<file path="config.mk">
export PLATFORM = sky130hd
export DESIGN_NAME = vcb_mod_updown
export DESIGN_NICKNAME = d
export VERILOG_FILES = /design/src/rtl/vcb_pkg.sv /design/src/rtl/vcb_next_q.sv /design/src/rtl/vcb_mod_updown.sv
export SDC_FILE = /design/constraint.sdc
export NUM_CORES = 1
export LEC_CHECK = 0
export CORE_UTILIZATION = 46
export DETAILED_ROUTE_END_ITERATION = 7
export GPL_TIMING_DRIVEN = 1
export PLACE_DENSITY_LB_ADDON = 0.05
export SETUP_SLACK_MARGIN = 0.5
export SYNTH_ARGS = -nofsm -noshare
export SYNTH_HDL_FRONTEND = slang
export SYNTH_SLANG_ARGS = --single-unit
</file>
<file path="constraint.sdc">
create_clock -name clk -period 4.6 [get_ports clk]
set_input_delay 0.46 -clock clk [delete_from_list [all_inputs] [get_ports clk]]
set_output_delay 0.46 -clock clk [all_outputs]
set_load 0.1 [all_outputs]
</file>
<file path="src/rtl/vcb_pkg.sv">
// vcb_pkg: shared definitions for the vcb counter family.
//   - Count-mode encodings (mode input of vcb_mod_updown).
//   - vcb_terminal(): terminal-count predicate, shared so that future
//     cascade blocks agree on what "terminal" means.
package vcb_pkg;

  localparam logic [1:0] VCB_MODE_WRAP    = 2'b00;
  localparam logic [1:0] VCB_MODE_SAT     = 2'b01;
  localparam logic [1:0] VCB_MODE_ONESHOT = 2'b10;

  // Widest counter the predicate supports; callers zero-extend into it.
  localparam int VCB_MAX_W = 32;

  // Up: any value at or beyond modv is terminal, so an out-of-range count
  // (after a load above modv or a lowered modv) still terminates.
  // Down: only zero is terminal.
  function automatic logic vcb_terminal(input logic [VCB_MAX_W-1:0] q,
                                        input logic [VCB_MAX_W-1:0] modv,
                                        input logic                 up);
    return up ? (q >= modv) : (q == '0);
  endfunction

endpackage

</file>
<file path="src/rtl/vcb_next_q.sv">
// vcb_next_q: combinational next-state for the vcb_mod_updown counter.
// Ports:
//   q, done       current registered count / one-shot flag
//   ce, up        count enable and direction (1 = up)
//   ld, di        synchronous parallel load and its value
//   r             synchronous clear to RST_VAL
//   modv, mode    terminal value and count mode
//   q_nxt,done_nxt values to register on the next rising clk edge
// Priority: ld > r > (ce & !done) count > hold.
module vcb_next_q
  import vcb_pkg::*;
#(
  parameter int             W       = 4,
  parameter logic [W-1:0]   RST_VAL = '0
) (
  input  logic [W-1:0] q,
  input  logic         done,
  input  logic         ce,
  input  logic         up,
  input  logic         ld,
  input  logic [W-1:0] di,
  input  logic         r,
  input  logic [W-1:0] modv,
  input  logic [1:0]   mode,
  output logic [W-1:0] q_nxt,
  output logic         done_nxt
);

  localparam logic [W-1:0] ONE = W'(1);

  logic term;

  assign term = vcb_terminal(VCB_MAX_W'(q), VCB_MAX_W'(modv), up);

  always_comb begin
    q_nxt    = q;
    done_nxt = done;
    if (ld) begin
      q_nxt    = di;
      done_nxt = 1'b0;
    end else if (r) begin
      q_nxt    = RST_VAL;
      done_nxt = 1'b0;
    end else if (ce && !done) begin
      if (!term) begin
        // Not terminal: up implies q < modv, down implies q > 0, so the
        // step can never overflow or underflow.
        q_nxt = up ? (q + ONE) : (q - ONE);
      end else begin
        case (mode)
          VCB_MODE_SAT: begin
            q_nxt = q;
          end
          VCB_MODE_ONESHOT: begin
            q_nxt    = q;
            done_nxt = 1'b1;
          end
          default: begin
            // Wrap (mode 11 behaves as wrap).
            q_nxt = up ? '0 : modv;
          end
        endcase
      end
    end
  end

endmodule

</file>
<file path="src/rtl/vcb_mod_updown.sv">
// vcb_mod_updown: W-bit up/down counter with programmable modulus (0..modv),
// parallel load, synchronous clear, wrap/saturate/one-shot modes and a
// cascade enable for chaining digits.
// Ports:
//   clk        rising-edge clock
//   clr        asynchronous active-high reset (Q=RST_VAL, done=0)
//   ce         count enable
//   up         direction, 1 = increment
//   L, di      synchronous parallel load and load value (ignores ce)
//   r          synchronous clear to RST_VAL (ignores ce)
//   modv       terminal value
//   mode       00 wrap, 01 saturate, 10 one-shot, 11 wrap
//   Q          registered count
//   TC         terminal count (combinational)
//   CEO        cascade enable = ce & TC & !done (combinational)
//   done       one-shot completion flag (registered)
// Optional build macro VCB_CAPTURE_EN adds:
//   cap        capture strobe; latches pre-edge Q into Qcap
//   Qcap       captured count, cleared by clr
module vcb_mod_updown
  import vcb_pkg::*;
#(
  parameter int           W       = 4,
  parameter logic [W-1:0] RST_VAL = '0
) (
  input  logic         clk,
  input  logic         clr,
  input  logic         ce,
  input  logic         up,
  input  logic         L,
  input  logic [W-1:0] di,
  input  logic         r,
  input  logic [W-1:0] modv,
  input  logic [1:0]   mode,
`ifdef VCB_CAPTURE_EN
  input  logic         cap,
  output logic [W-1:0] Qcap,
`endif
  output logic [W-1:0] Q,
  output logic         TC,
  output logic         CEO,
  output logic         done
);

  logic [W-1:0] q_nxt;
  logic         done_nxt;

  vcb_next_q #(
    .W       (W),
    .RST_VAL (RST_VAL)
  ) u_next (
    .q        (Q),
    .done     (done),
    .ce       (ce),
    .up       (up),
    .ld       (L),
    .di       (di),
    .r        (r),
    .modv     (modv),
    .mode     (mode),
    .q_nxt    (q_nxt),
    .done_nxt (done_nxt)
  );

  always_ff @(posedge clk or posedge clr) begin
    if (clr) begin
      Q    <= RST_VAL;
      done <= 1'b0;
    end else begin
      Q    <= q_nxt;
      done <= done_nxt;
    end
  end

  assign TC  = vcb_terminal(VCB_MAX_W'(Q), VCB_MAX_W'(modv), up);
  assign CEO = ce & TC & ~done;

`ifdef VCB_CAPTURE_EN
  // Samples the same pre-edge Q that the count logic uses on this edge.
  always_ff @(posedge clk or posedge clr) begin
    if (clr) begin
      Qcap <= '0;
    end else if (cap) begin
      Qcap <= Q;
    end
  end
`endif

endmodule

</file>
* Word-level counts from Yosys, hierarchy flattened *
Cells that the tools add are included.

storage, ports and cells
  word-level logic and storage cells = 33
  input bits = 16
  register bits after elaboration = 5
  output and inout port bits = 7

cells by class
  $lt $le $gt $ge = 1
  muxes and demuxes = 13
  reductions and logical operators = 9
  equal/unequal tests = 3
  $add $sub $neg = 2
  bitwise gates (word level) = 3

operators with widths
  cell                                                                    number
  4-bit 2-to-1 mux                                                        7
  3-bit nonzero test                                                      3
  1-bit 2-to-1 mux                                                        6
  4-bit by 1-bit adder with 4-bit output (second input constant)          1
  4-bit greater-or-equal comparator                                       1
  4-bit zero test                                                         1
  4-bit != test (second input constant)                                   1
  4-bit by 1-bit subtractor with 4-bit output (second input constant)     1
  3-bit AND reduction                                                     1
  1-bit AND                                                               2
  2-bit by 1-bit equality test with 1-bit output (second input constant)  1
  2-bit equality test (second input constant)                             1
  2-bit AND reduction                                                     1
  2-bit OR reduction                                                      1
  1-bit logical AND                                                       1
  1-bit zero test                                                         1
  1-bit NOT                                                               1

* Logic depth before layout (Yosys ltp) *
Gate-level depths: netlist (run 1).

  depth in word-level cells = 7
  mapped depth = 8
  gate-level depth less buffers = 7

* By module *
From an unflattened synthesis (run 1), not the netlist that was laid out.

unflattened totals
  cells, all modules = 83
  area total of the unflattened synthesis = 719.4 sq um

modules (own cells, without submodules)
  module          times used  cells each  sequential area each (sq um)  area an instance (sq um)
  vcb_next_q      1           60          0.0                           456.7
  vcb_mod_updown  1           23          125.1                         262.8

* Least setup slack after synthesis (run 1) *
OpenSTA, ideal clock, no wires.

  path kind = reg-to-output
  start point = reg Q[0]
  end point = out CEO
  stages on the path, launching flop included = 7
  path slack = 706 ps
  arrival = 3,434 ps
  data required time = 4,140 ps
  buffers on the path = 0
  path through = dfrtp_1 > inv_1 > ha_1 > nand2b_1 > a2111o_1 > nand3_1 > a21oi_1

on the way
  cells in the longest elaborated chain, start to end = 4

RTL lines
  item                                                                         RTL line              text
  start: declaration                                                           vcb_mod_updown.sv:39  output logic [W-1:0] Q,
  start signal: assignment                                                     vcb_mod_updown.sv:70  Q <= q_nxt;
  4-bit greater-or-equal comparator / 4-bit zero test (equally long branches)  vcb_pkg.sv:20         return up ? (q >= modv) : (q == '0);
  1-bit 2-to-1 mux (*)                                                         vcb_pkg.sv:20
  1-bit AND (*) (2 in a row)                                                   vcb_mod_updown.sv:76  assign CEO = ce & TC & ~done;
  end: declaration                                                             vcb_mod_updown.sv:41  output logic CEO,

Mark *: on every way between the ends. The rest lies on a longest branch, timed or not.

* Worst setup path in the final report (run 1) *
  start point = in modv[0]
  end point = out CEO

on the way
  cells in the longest elaborated chain, start to end = 4

RTL lines
  item                               RTL line              text
  start: declaration                 vcb_mod_updown.sv:33  input logic [W-1:0] modv,
  4-bit greater-or-equal comparator  vcb_pkg.sv:20
  1-bit 2-to-1 mux                   vcb_pkg.sv:20
  1-bit AND (2 in a row)             vcb_mod_updown.sv:76

No other way between the ends.

==> results_dict.tcl, run 1 <==
set metrics [dict create \
    status "finished, final reports clean" \
    synth_flop_cell "dfrtp_1" \
    postCtsSetupRepairBufs 0 \
    synth_top_area_share 0.201 \
    cts_hold_buf 0 \
    tightest_slew_ns 0.962 \
    timing.hold.ws_ns 0.412 \
    drtIter0Drc 22 \
    start_kind "primary input" \
    muxShareOfSynthArea 0.0241 \
    wl_per_cell_um 13.1 \
    layout_min_cycle_time_ns 2.74 \
    syn-instance-count 76 \
    power.leakage_nw 0.390 \
    path_buf_inv 2 \
    yosysWarnings 0 \
    syn_area_um2 622 \
    layout_common_cells "clkdlybuf4s50_1 (20), inv_1 (8), a211oi_1 (7), a21oi_1 (7), ha_1 (7)" \
    synth_edf_count 0 \
    power_density_nw_per_um2 360 \
    grt_pass1_vias 600 \
    io_buffers 22 \
    synthArstFlopShare 1.00 \
    maxSlewViolCount 0 \
    period_share 0.595 \
    rr_worst_depth 7 \
    die_x_um 38.8 \
    die_height_um 38.8 \
    ant_nets 0 \
    layout_commonest_cell "clkdlybuf4s50_1" \
    critical_path_class "in -> out" \
    cp-endpoint "CEO" \
    antenna_cells 0 \
    regToRegStartpoint "Q[0]$_DFFE_PP0P_" \
    worst_ir_drop_vdd_uv 259 \
    drc 0 \
    num_rows 12 \
    syn2layout_area_growth_pct 40.4 \
    startpoint "modv[0]" \
    cts_tree "done" \
    fin_area_um2 873 \
    report.power.total_uw 314 \
    placed_cell_area_um2 847 \
    synth_top_family_by_area "compound AO/OA/AOI/OAI gates" \
    gp_congestion 0.871 \
    dr.pass1.iters 4 \
    cts_resized 0 \
    htreeDepth 1 \
    r2r-end "Q[2]$_DFFE_PP0P_" \
    synthAdderAreaFrac 0.173 \
    max_slew_margin 0.357 \
    fillCellCount 98 \
    crit_slowest_cell "a2111o_1" \
    path_cells "clkdlybuf4s50_1 -> ha_1 -> nand2b_1 -> a2111o_1 -> nand3_1 -> a21oi_1 -> buf_4" \
    synth.area.top_cells "dfrtp_1 (20%), ha_1 (14%), a211oi_1 (8.5%)" \
    reg2reg_setup_slack_ns 2.30 \
    synth_nets 100 \
    cp.depth 7 \
    finalSetupTns_ns 0 \
    cts_root_buf "clkbuf_4" \
    initial_utilization 0.524 \
    insertion_delay_ns 0.25 \
    hold_class "in -> async" \
    synth_cell_types 31 \
    synth-seq-area-share 0.201 \
    arrival_ns 2.28 \
    clockBufferDepth 2 \
    synth_seq_cells 5 \
    cap_violations 0 \
    end_kind "output port" \
    postSynthAreaPerCell_um2 8.18 \
    numCtsBuffers 3 \
    synth_compound_area_frac 0.306 \
    synth_xor_area_frac 0.0141 \
    synthSimpleGateAreaFrac 0.221 \
    post-synth-top-area-cell "dfrtp_1" \
    rsz0062_at_grt "false" \
    skew_ns 0.0105 \
    dp_hpwl_um 1220 \
    crit_family "buffers and inverters" \
    cts_sinks 5 \
    dieArea_um2 1500 \
    dr_total_vias 649 \
    clock.fmax_mhz 366 \
    pin_count 23 \
    routed_via_density 5.64 \
    cp_max_fo 7 \
    grt_max_degree 11 \
    drive_gt1_frac 0.119 \
    antenna_found_initial 0 \
    grt_pass1_wl_um 2490 \
    core_area_um2 1190 \
    setup_viol 0 \
    cpPeakStageDelay_ns 0.50 \
    track_usage 0.242 \
    clk_pin_slew_ns 0.06 \
    critical_path_required_ns 4.14 \
    routed_wl_um 1510 \
    hold_viol_final 0 \
    grt_overflow 0 \
    fin_nets 126 \
]
## synth_stat cells (2+ instances only)
master    count
inv_1         8
a211oi_1      7
a21oi_1       7
ha_1          7
nand2_1       6
dfrtp_1       5
nor2_1        4
nand2b_1      3
o21ai_0       3
a22oi_1       2
nand3_1       2
nor3_1        2
o211ai_1      2
## report_power, final
group          internal [mW]  switching, mW
Sequential            0.0502         0.0115
Clock                 0.0330         0.0215
Combinational         0.0683          0.130
## final cells by class
type / instances / area, um^2 / area share
clock buffers: 4 / 26.3 / 0.0301
inverters: 8 / 30.0 / 0.0344
multi-input cells: 62 / 459 / 0.526
flip-flops and latches: 5 / 125 / 0.143
well taps: 14 / 17.5 / 0.0201
repair buffers: 22 / 215 / 0.246
## metal layers
metal  routed length (um)  global-route usage
met5                    0                   0
met4                    0              0.0259
met3                   99              0.0578
met2                  681               0.408
met1                  731               0.319
## state kept, by name, indices dropped and copies added (netlist names)
signal  count
done        1
Q           4
## worst register-to-register path, cell delays in order (launching register included)
cell      delay (ns)
dfrtp_1         0.48
inv_1           0.13
ha_1            0.30
nand2b_1        0.14
a2111o_1        0.50
and4_2          0.30
a211oi_1        0.23
a21oi_1         0.10
## how the worst min path moves through the flow
stage	from	endpoint	cells past startpoint
after floorplan	clr	Q[0]$_DFFE_PP0P_	1
after global placement	done$_DFFE_PP0P_	done$_DFFE_PP0P_	1
after detailed placement	done$_DFFE_PP0P_	done$_DFFE_PP0P_	1
after CTS	clr	done$_DFFE_PP0P_	2
after global routing	clr	done$_DFFE_PP0P_	2
final	clr	done$_DFFE_PP0P_	2
## cell families (layout without fill, tap and decap cells)
group,count (synthesis),count (layout)
DFF,5,5
adders and majority gates,8,8
AOI/OAI and AO/OA,28,28
xor gates and xnor gates,1,1
buffers and inverters,9,34
muxes,1,1
and+or+nand+nor,24,24
## stage by stage
stage / setup slack (ns) / std cells / util
finish: 1.86 / 115 / 0.736
global route: 1.74 / 115 / 0.736
CTS: 1.87 / 115 / 0.736
detailed placement: 1.85 / 111 / 0.714
global placement: 1.89 / 111 / 0.714
floorplan: 0.706 / 76 / -
(Power assumes the default switching activity.)
==> run 2: changes to the inputs <==
Settings changed: CORE_UTILIZATION 46 to 39.
Clock period 4.6 ns to 2.3 ns, I/O delays scaled along.
==> results_dict.tcl, run 2 (synthesis results as in run 1) <==
set metrics [dict create \
    p_comb_frac 0.707 \
    gp_congestion 0.782 \
    reg2reg_setup_slack_ns 0.16 \
    maxSlewViolCount 0 \
    dr.pass1.iters 4 \
    die_height_um 41.9 \
    antenna_cells 0 \
    wl_per_cell_um 14.8 \
    grtUsageMet3 0.0304 \
    end_kind "output port" \
    layout_common_cells "clkdlybuf4s50_1 (14), buf_4 (13), inv_1 (7), ha_1 (6)" \
    grt_pass1_vias 726 \
    clock.fmax_mhz 460 \
    power_density_nw_per_um2 706 \
    path_buf_inv 2 \
    dieArea_um2 1760 \
    sw_frac_of_total 0.487 \
    crit_family "compound AO/OA/AOI/OAI gates" \
    cts_tree "done" \
    dr_total_vias 735 \
    drtIter0Drc 10 \
    arrival_ns 1.94 \
    syn2layout_area_growth_pct 71.0 \
    io_buffers 22 \
    routed_wl_um 1880 \
    timing.hold.ws_ns 0.194 \
    cp_max_fo 3 \
    grt_overflow 0 \
    p_seq_frac 0.167 \
    die_x_um 41.9 \
    status "finished, final reports clean" \
    track_usage 0.222 \
    top_register "Q" \
    skew_ns 0.00159 \
    power.leakage_nw 0.465 \
    p_switching_uw 366 \
    tightest_slew_ns 0.438 \
    fin_nets 136 \
    clk_pin_slew_ns 0.04 \
    pin_count 23 \
    cts_root_buf "clkbuf_4" \
    layout_commonest_cell "clkdlybuf4s50_1" \
    grt_use_met2 0.394 \
    hold_class "in -> async" \
    power.share.clock 0.127 \
    cts_sinks 5 \
    grt.met1_usage 0.272 \
    core_area_um2 1490 \
    grt_max_degree 10 \
    initial_utilization 0.418 \
    critical_path_required_ns 2.07 \
    cpPeakStageDelay_ns 0.49 \
    insertion_delay_ns 0.23 \
    period_share 0.945 \
    drc 0 \
    clockBufferDepth 2 \
    worst_ir_drop_vdd_uv 398 \
    routed_via_density 5.79 \
    crit_slowest_cell "dfrtp_4" \
    rsz0062_at_grt "true" \
    dp_hpwl_um 1390 \
    p_int_uw 385 \
    drive_gt1_frac 0.396 \
    layout_min_cycle_time_ns 2.17 \
    antenna_found_initial 0 \
    fillCellCount 118 \
    busiest_layer "met2" \
    critical_path_class "reg -> out" \
    start_kind "flop" \
    ant_nets 0 \
    path_cells "inv_4 -> ha_4 -> nand2b_4 -> a2111o_1 -> nand3_4 -> a21oi_4 -> buf_12" \
    setup_viol 0 \
    largest_register_ffs 4 \
    grt_pass1_wl_um 3020 \
    htreeDepth 1 \
    num_rows 14 \
    max_slew_margin 0.705 \
    numCtsBuffers 3 \
    finish.utilization 0.714 \
    top_regs "Q x4, done x1" \
    cap_violations 0 \
    hold_viol_final 0 \
]
run 2: repair_timing:
item / 4_1_cts / 5_1_grt
endpoints found under the setup margin: 7 / 7
resized for setup: 10 / 5
endpoints found under the hold margin: 0 / 0
setup buffers: 6 / 2
hold buffers: 0 / 0
pin swaps: 6 / 4
gates cloned: 0 / 0
run 2: final timing paths:
path                                  start               end  depth (start not counted)
max                        Q[0]$_DFFE_PP0P_               CEO                          7
max in group asynchronous               clr  Q[0]$_DFFE_PP0P_                          2
min                                     clr  done$_DFFE_PP0P_                          2
max reg2reg                Q[0]$_DFFE_PP0P_  Q[2]$_DFFE_PP0P_                          9
min reg2reg                done$_DFFE_PP0P_  done$_DFFE_PP0P_                          1
min in group clk           done$_DFFE_PP0P_  done$_DFFE_PP0P_                          1
run 2: power groups by stage:
stage	Combinational, mW	Clock (mW)	Sequential (mW)
2_1_floorplan	0.220	0	0.213
3_3_place_gp	0.429	0	0.125
3_5_place_dp	0.436	0	0.124
4_1_cts	0.496	0.0991	0.124
5_1_grt	0.559	0.103	0.128
6_report	0.531	0.0951	0.125
run 2: per-layer routing:
metal  up-vias  part of all wire
li1        355                 -
met1       358              0.42
met2        20              0.54
met3         2             0.024
met4         0             0.011
met5         -                 0
run 2: area by class of cell:
cell class | count | area [um^2] | area share
Clock buffer | 4 | 26.3 | 0.0247
Tap cell | 16 | 20.0 | 0.0188
Multi-Input combinational cell | 62 | 543 | 0.511
Inverter | 8 | 32.5 | 0.0306
Sequential cell | 5 | 133 | 0.125
Timing Repair Buffer | 32 | 309 | 0.291
run 2: through the flow:
step / cells / setup WS (ns) / instance area, um^2 / total power [mW] / setup TNS (ns)
6_report: 127 / 0.127 / 1060 / 0.751 / 0
5_1_grt: 127 / 0.0683 / 1060 / 0.790 / 0
4_1_cts: 125 / 0.132 / 1030 / 0.719 / 0
3_5_place_dp: 115 / -0.00756 / 908 / 0.560 / -0.00756
3_3_place_gp: 115 / 0.0108 / 908 / 0.554 / 0
2_1_floorplan: 76 / 0.0445 / 653 / 0.433 / 0
==> run 3: changes to the inputs <==
--- a/config.mk
+++ b/config.mk
@@ -9,2 +9,3 @@
 export DETAILED_ROUTE_END_ITERATION = 7
+export GPL_ROUTABILITY_DRIVEN = 1
 export GPL_TIMING_DRIVEN = 1
==> constraint.sdc (replaced) <==
create_clock -name clk -period 2.3 [get_ports clk]
set_input_delay 0.345 -clock clk [delete_from_list [all_inputs] [get_ports clk]]
set_output_delay 0.345 -clock clk [all_outputs]
set_load 0.1 [all_outputs]
==> results_dict.tcl, run 3 (synthesis results as in run 1) <==
set metrics [dict create \
    syn2layout_area_growth_pct 78.7 \
    end_kind "output port" \
    cpPeakStageDelay_ns 0.50 \
    pre_cts_slack_ns -0.0885 \
    rsz0062_at_grt "true" \
    cp_max_fo 3 \
    hold_viol_final 0 \
    wl_per_cell_um 13.2 \
    finish.utilization 0.746 \
    top_register "Q" \
    die_x_um 41.9 \
    critical_path_required_ns 1.96 \
    place_inst 121 \
    routed_wl_um 1760 \
    setup_viol 0 \
    cts_sinks 5 \
    max_slew_margin 0.723 \
    start_kind "flop" \
    maxSlewViolCount 0 \
    path_buf_inv 2 \
    hold_class "in -> async" \
    largest_register_ffs 4 \
    status "finished, final reports clean" \
    io_buffers 22 \
    fin_area_um2 1110 \
    path_cells "inv_4 -> ha_4 -> nand2b_4 -> a2111o_1 -> nand3_4 -> a21oi_4 -> buf_12" \
    timing.hold.ws_ns 0.303 \
    power.leakage_nw 0.510 \
    setup_slack_ns 0.0761 \
    drtIter0Drc 14 \
    numCtsBuffers 3 \
    fin_nets 142 \
    dr_total_vias 732 \
    insertion_delay_ns 0.24 \
    gp_congestion 0.786 \
    grt_pass1_wl_um 2980 \
    busiest_layer "met2" \
    dp_hpwl_um 1330 \
    drc 0 \
    antenna_cells 0 \
    num_rows 14 \
    critical_path_class "reg -> out" \
    dr.pass1.iters 4 \
    htreeDepth 1 \
    grt_pass1_vias 700 \
    arrival_ns 1.88 \
    clockBufferDepth 2 \
    dieArea_um2 1760 \
    clock.fmax_mhz 450 \
    layout_common_cells "buf_4 (20), clkdlybuf4s50_1 (12), inv_1 (6), a211oi_2 (6), ha_1 (6)" \
    clk_pin_slew_ns 0.04 \
    grtUsageMet3 0.00435 \
    skew_ns 0.00126 \
    placed_cell_area_um2 953 \
    drive_gt1_frac 0.436 \
    grt.met1_usage 0.282 \
    crit_slowest_cell "dfrtp_4" \
    cap_violations 0 \
    pin_count 23 \
    grt_use_met2 0.372 \
    layout_commonest_cell "buf_4" \
    initial_utilization 0.418 \
    grt_overflow 0 \
    power_density_nw_per_um2 686 \
    top_regs "Q x4, done x1" \
    cts_tree "done" \
    core_area_um2 1490 \
    crit_family "flip-flops" \
    die_height_um 41.9 \
    track_usage 0.216 \
    grt_max_degree 10 \
    cts_root_buf "clkbuf_4" \
    ant_nets 0 \
    fin_cells 133 \
    antenna_found_initial 0 \
    worst_ir_drop_vdd_uv 476 \
    period_share 0.967 \
    tightest_slew_ns 0.413 \
    routed_via_density 5.50 \
    layout_min_cycle_time_ns 2.22 \
]
==> run 3: cell count changes in the layout (fill, tap and decap cells not counted), moves of 2 or more <==
| cell | before | now |
|---|---|---|
| buf_4 | 13 | 20 |
| clkdlybuf4s50_1 | 14 | 12 |
| a211oi_2 | 4 | 6 |
| a211oi_1 | 3 | 1 |
| o21ai_1 | 1 | 3 |
| dlymetal6s2s_1 | 0 | 2 |
| o21ai_0 | 3 | 1 |
==> run 3: repair_timing <==
item | CTS | global route
gates resized for setup | 11 | 7
hold endpoints to repair | 0 | 0
hold buffers | 0 | 0
pin swaps | 9 | 9
buffers inserted | 5 | 3
cloned | 0 | 0
endpoints found under the setup margin | 7 | 7
==> run 3: area by class of cell <==
class | instances | area [um^2]
multi-input combinational | 62 | 544
fill | 119 | 378
timing repair buffer | 38 | 355
sequential | 5 | 133
inverter | 8 | 32.5
clock buffer | 4 | 26.3
tap | 16 | 20.0
==> run 3: report_power, final <==
part           switching [mW]  internal [mW]  leakage (nW)  total (mW)
registers              0.0238          0.105        0.0583       0.128
clock network          0.0337         0.0654        0.0150      0.0992
logic                   0.308          0.228         0.436       0.535
total                   0.365          0.398         0.510       0.763
==> run 3: per-layer routing <==
metal  part of all wire  up-vias
li1                   -      373
met5                  0        -
met2               0.50       20
met1               0.45      335
met4              0.020        0
met3              0.031        4
==> run 3: worst paths after layout <==
| path | from | end | slack, ns | cells after the start |
|---|---|---|---|---|
| min | clr | done$_DFFE_PP0P_ | 0.30 | 2 |
| max | Q[0]$_DFFE_PP0P_ | CEO | 0.08 | 7 |
| max reg2reg | Q[0]$_DFFE_PP0P_ | Q[1]$_DFFE_PP0P_ | 0.18 | 9 |
| max in group asynchronous | clr | Q[0]$_DFFE_PP0P_ | 1.80 | 2 |
| min reg2reg | done$_DFFE_PP0P_ | done$_DFFE_PP0P_ | 0.52 | 1 |
| min in group clk | done$_DFFE_PP0P_ | done$_DFFE_PP0P_ | 0.52 | 1 |
==> run 3: through the flow <==
step,power [mW],setup TNS [ns]
2_1_floorplan,0.433,-0.0705
3_3_place_gp,0.579,-0.226
3_5_place_dp,0.585,-0.305
4_1_cts,0.747,0
5_1_grt,0.802,0
6_report,0.763,0
